## config.mk

```make
export PLATFORM = sky130hd
export DESIGN_NAME = parity_gen
export DESIGN_NICKNAME = d
export VERILOG_FILES = /design/src/rtl/parity_pkg.sv /design/src/rtl/parity_xor_tree.sv /design/src/rtl/parity_gen.sv
export SDC_FILE = /design/constraint.sdc
export NUM_CORES = 1
export LEC_CHECK = 0
export CORE_AREA = 4 4 41 43
export DETAILED_ROUTE_END_ITERATION = 12
export DIE_AREA = 0 0 45 47
export GPL_TIMING_DRIVEN = 0
export PLACE_DENSITY = 0.43
export SLEW_MARGIN = 25
export SYNTH_ARGS = -nofsm -noshare
export SYNTH_HDL_FRONTEND = slang
export SYNTH_SLANG_ARGS = --single-unit
```

## constraint.sdc

```tcl
create_clock -name clk -period 0.8 [get_ports clk]
set_input_delay 0.08 -clock clk [delete_from_list [all_inputs] [get_ports clk]]
set_output_delay 0.08 -clock clk [all_outputs]
set_load 0.01 [all_outputs]
```

## src/rtl/parity_pkg.sv

```systemverilog
// Shared UART parity definitions: parity-mode encodings and the default data width.
// Used by parity_gen and the TX framer.
package parity_pkg;

    localparam logic [1:0] PAR_NONE = 2'b00;
    localparam logic [1:0] PAR_ODD  = 2'b01;
    localparam logic [1:0] PAR_EVEN = 2'b10;
    localparam logic [1:0] PAR_MARK = 2'b11;

    localparam int PAR_DATA_WIDTH = 8;

endpackage

```

## src/rtl/parity_xor_tree.sv

```systemverilog
// Combinational ones-parity of a data word: 1 when the word holds an odd number of ones.
module parity_xor_tree #(
    parameter int DATA_WIDTH = 8
) (
    input  logic [DATA_WIDTH-1:0] data,
    output logic                  ones
);

    assign ones = ^data;

endmodule

```

## src/rtl/parity_gen.sv

```systemverilog
// Registered UART TX parity-bit generator with one-cycle latency.
// Optional macro PARITY_STICKY_EN: parity_type 11 selects mark parity instead of none.
module parity_gen
    import parity_pkg::*;
#(
    parameter int DATA_WIDTH = PAR_DATA_WIDTH
) (
    input  logic                  clk,
    input  logic                  rst,
    input  logic [DATA_WIDTH-1:0] data_in,
    input  logic [1:0]            parity_type,
    input  logic                  data_valid,
    output logic                  parity_out,
    output logic                  parity_en,
    output logic                  out_valid
);

    logic ones_p0;
    logic par_p1;
    logic en_p1;
    logic vld_p1;

    // Returns {parity_en, parity_bit} for a mode and the word's ones-parity.
    function automatic logic [1:0] decode_mode(input logic [1:0] mode, input logic ones);
        logic [1:0] res;
        res = 2'b00;
        case (mode)
            PAR_ODD:  res = {1'b1, ~ones};
            PAR_EVEN: res = {1'b1, ones};
`ifdef PARITY_STICKY_EN
            PAR_MARK: res = 2'b11;
`endif
            default:  res = 2'b00;
        endcase
        return res;
    endfunction

    parity_xor_tree #(
        .DATA_WIDTH (DATA_WIDTH)
    ) u_xor_tree (
        .data (data_in),
        .ones (ones_p0)
    );

    // Stage p0 -> p1: sample on data_valid, otherwise hold the last result
    always_ff @(posedge clk or posedge rst) begin
        if (rst) begin
            par_p1 <= 1'b0;
            en_p1  <= 1'b0;
            vld_p1 <= 1'b0;
        end else begin
            vld_p1 <= data_valid;
            if (data_valid) begin
                {en_p1, par_p1} <= decode_mode(parity_type, ones_p0);
            end
        end
    end

    assign parity_out = par_p1;
    assign parity_en  = en_p1;
    assign out_valid  = vld_p1;

endmodule

```

==> flow_summary.rst <==
.. list-table::
   :header-rows: 1

   * - Metric
     - Value
   * - Number of hold buffers added after cts
     - 0
   * - Total cell area at the placement stage
     - 369 um^2
   * - Cell type contributing the most total cell area after synthesis
     - sky130_fd_sc_hd__dfrtp_1
   * - Cell with the most instances on the worst path
     - sky130_fd_sc_hd__xnor2_1
   * - Cell count after synthesis
     - 20
   * - Cell at the root of the clock tree
     - sky130_fd_sc_hd__clkbuf_4
   * - Clock-pin slew of the registers on the worst-case setup and hold paths
     - 40 ps
   * - Number of top-level design ports
     - 16
   * - Synth async-reset ratio
     - 100%
   * - Overall die height
     - 47 um
   * - Type of the setup path with the least slack
     - input port to flop
   * - Area fraction of the dominant cell type after synthesis
     - 37.5%
   * - Worst reg2reg endpoint
     - parity_en$_DFFE_PP0P_
   * - Power density over the cells
     - 1630 nW/um^2
   * - Vias
     - 213
   * - H-tree depth
     - 1
   * - GR Util met2
     - 10.7%
   * - Count of buffer and inverter cells on the critical path
     - 1
   * - Min Tclk post-route
     - 890 ps
   * - Utilization after layout
     - 31.8%
   * - Nets
     - 57
   * - Crit path max fanout
     - 1
   * - Worst skew pair latency
     - 230 ps
   * - Pin count of the biggest net entering global routing
     - 6
   * - Die ar.
     - 2120 um^2
   * - Count of synthesis-stage warnings from yosys
     - 0
   * - Proportion of layout cells with a drive suffix above 1
     - 48.8%
   * - Maximum clock path buffer count
     - 2
   * - GR Util All Layers
     - 5.70%
   * - Number of sinks on the clock net
     - 3
   * - Critical path cell sequence
     - buf_2 -> xnor2_2 -> xnor2_1 -> xnor2_1 -> mux2i_1 -> a21oi_1
   * - Largest vdd supply drop
     - 0.875 mV
   * - Final hold viol count
     - 0
   * - Number of inserted diodes
     - 0
   * - Most used standard cells in the synthesized netlist
     - sky130_fd_sc_hd__xnor2_1 (6), sky130_fd_sc_hd__dfrtp_1 (3), sky130_fd_sc_hd__inv_1 (3)
   * - Total detailed-routing wirelength
     - 535 um
   * - Drt drc
     - 0
   * - Count of state elements after synthesis
     - 3
   * - Row count
     - 13
   * - Post-route ant nets
     - 0
   * - Hold_ws
     - 19.2 ps
   * - Sequential area share after synthesis
     - 37.5%
   * - Max_cap viols
     - 0
   * - Largest stage delay on the critical path
     - 220 ps
   * - Setup WS post-layout
     - -89.8 ps
   * - Routability-driven placement congestion ratio
     - 0.656
   * - Worst R2R Path Depth
     - 3
   * - Unrepaired setup endpoints after global routing
     - true
   * - Critical path endpoint category
     - flop
   * - Setup clock skew after layout
     - 0 ps
   * - LEAKAGE
     - 0.210 nW
   * - Post-synthesis area per instance
     - 10.0 um^2
   * - Yosys cell types
     - 8
   * - Worst Path Arrival
     - 1000 ps
   * - Register Area
     - 75.1 um^2
   * - Routing usage on met1
     - 4.11%
   * - Fraction of the cycle the final worst path needs
     - 111%
   * - Congestion Overflow GR
     - 0
   * - Length of the first detailed-routing pass in iterations
     - 1
   * - Synthesized cell area
     - 200 um^2
   * - Most area-consuming cells after synthesis
     - sky130_fd_sc_hd__dfrtp_1 (38%), sky130_fd_sc_hd__xnor2_1 (26%), sky130_fd_sc_hd__ha_1 (13%)
   * - Horiz. Die Dim
     - 45 um
   * - Area of the core
     - 1300 um^2
   * - Min-Delay Path Class
     - input port to asynchronous set/reset pin
   * - TritonCTS clock tree
     - yes
   * - Finished Cell Area
     - 414 um^2
   * - Top achievable clock speed
     - 1.12 GHz
   * - Post-detailed-route wirelength per cell
     - 9.55 um
   * - Slew Limit Fails
     - 0
   * - Global routing met3 resource utilization
     - 2.68%
   * - Detailed-route vias per instance
     - 3.80
   * - Violated checks
     - setup timing
   * - Category of cells accounting for the largest share of critical-path delay
     - XOR/XNOR gates
   * - Worst relative slew slack
     - 85.1%
   * - Synthesis-to-layout area growth
     - 107%
   * - Worst reg-to-reg setup slack
     - 30 ps
   * - Number of antenna violations at the first check in global routing
     - 0
   * - Quantity of I/O buffers inserted on ports
     - 15
   * - CTS buffer count
     - 3
   * - Status
     - complete, but fails checks
   * - Vias in the first global route
     - 232
   * - Nature of the critical path startpoint
     - input port
   * - DRC marker count from the first detailed-route iteration
     - 0
   * - Busiest layer in global routing
     - met2
   * - Slowest stage cell on the critical path
     - sky130_fd_sc_hd__mux2i_1
   * - Leading cell type by number of instances after synthesis
     - sky130_fd_sc_hd__xnor2_1
   * - Number of enable flip-flop cells after synthesis
     - 0
   * - First-pass GRT wire length
     - 821 um
   * - # fillers
     - 154
   * - Worst path required time
     - 910 ps
   * - Slew at the pin with the worst max-slew slack
     - 222 ps
   * - Top flip-flop cell by instance count after synthesis
     - sky130_fd_sc_hd__dfrtp_1
   * - Half-perimeter wire length after detailed placement
     - 440 um
   * - Multi-input logic area
     - 144 um^2
   * - Starting density of the core
     - 15.4%
   * - Endpoints failing setup
     - 3
   * - Startpoint of the most critical register-to-register path
     - parity_en$_DFFE_PP0P_
   * - Synthesized net count
     - 35
-- final cells by class --
cell class              instances  share of cell area [%]
repair buffers                 17                    33.5
clock buffers                   4                    6.34
multi-input cells              14                    34.7
well taps                      15                    4.53
inverters                       3                    2.72
flip-flops and latches          3                    18.1
-- power breakdown --
part           internal (W)  switching [W]  total, W
registers          0.000170     0.00000879  0.000179
logic              0.000145      0.0000911  0.000236
clock network      0.000187      0.0000751  0.000262
-- cells by family (layout without fill, tap and decap cells) --
| family | Yosys count | after routing | synth area share [%] |
|---|---|---|---|
| flops | 3 | 3 | 37.5 |
| simple gates | 2 | 2 | 3.75 |
| compound gates | 2 | 2 | 5.00 |
| fa+ha+maj | 2 | 2 | 12.5 |
| mux | 1 | 1 | 5.00 |
| xor+xnor | 7 | 7 | 30.6 |
| buf+inv | 3 | 24 | 5.62 |
-- how the worst max path moves through the flow --
stage	start	depth (start not counted)	end	slack (ps)
detailed placement	data_in[0]	6	parity_out$_DFFE_PP0P_	-720
floorplan	data_in[1]	5	parity_out$_DFFE_PP0P_	-110
global route	data_in[1]	6	parity_out$_DFFE_PP0P_	-160
finish	data_in[4]	6	parity_out$_DFFE_PP0P_	-90
CTS	data_in[0]	6	parity_out$_DFFE_PP0P_	-130
global placement	data_in[0]	6	parity_out$_DFFE_PP0P_	-710
-- routing by layer --
metal	share of wire [%]	routed length [um]	vias to the layer above
li1	-	-	102
met1	30	161	95
met2	50	269	16
met3	19	104	0
met4	0	0	0
met5	0	0	-
-- what timing repair did --
| item | 4_1_cts | 5_1_grt |
|---|---|---|
| buffers inserted | 1 | 1 |
| resized for setup | 50 | 3 |
| pin swaps | 8 | 5 |
| setup endpoints to repair | 5 | 4 |
| hold endpoints to repair | 0 | 0 |
-- registers in the layout (all words and copies together) (netlist names) --
signal and count:
out_valid 1, parity_en 1, parity_out 1
-- through the flow --
step	total power [W]	instances	worst slack [ps]	setup TNS [ps]
after floorplan	0.000282	20	-114	-114
after global placement	0.000398	50	-714	-1460
after detailed placement	0.000401	50	-724	-1500
after CTS	0.000670	55	-127	-183
after global routing	0.000732	56	-163	-289
final	0.000677	56	-89.8	-115
-- placed cells by master (no fill, tap or decap) --
master                            instances
sky130_fd_sc_hd__xnor2_1                  3
sky130_fd_sc_hd__a21oi_1                  2
sky130_fd_sc_hd__clkbuf_4                 3
sky130_fd_sc_hd__clkbuf_1                 1
sky130_fd_sc_hd__inv_1                    3
sky130_fd_sc_hd__clkdlybuf4s50_1          2
sky130_fd_sc_hd__nor2_1                   2
sky130_fd_sc_hd__dlygate4sd2_1            2
sky130_fd_sc_hd__buf_4                    2
sky130_fd_sc_hd__xnor2_2                  3
sky130_fd_sc_hd__buf_2                    6
sky130_fd_sc_hd__mux2i_1                  1
sky130_fd_sc_hd__xor2_2                   1
sky130_fd_sc_hd__buf_6                    5
sky130_fd_sc_hd__ha_1                     2
sky130_fd_sc_hd__dfrtp_1                  3
No activity file was read; power rests on OpenSTA's default activity.
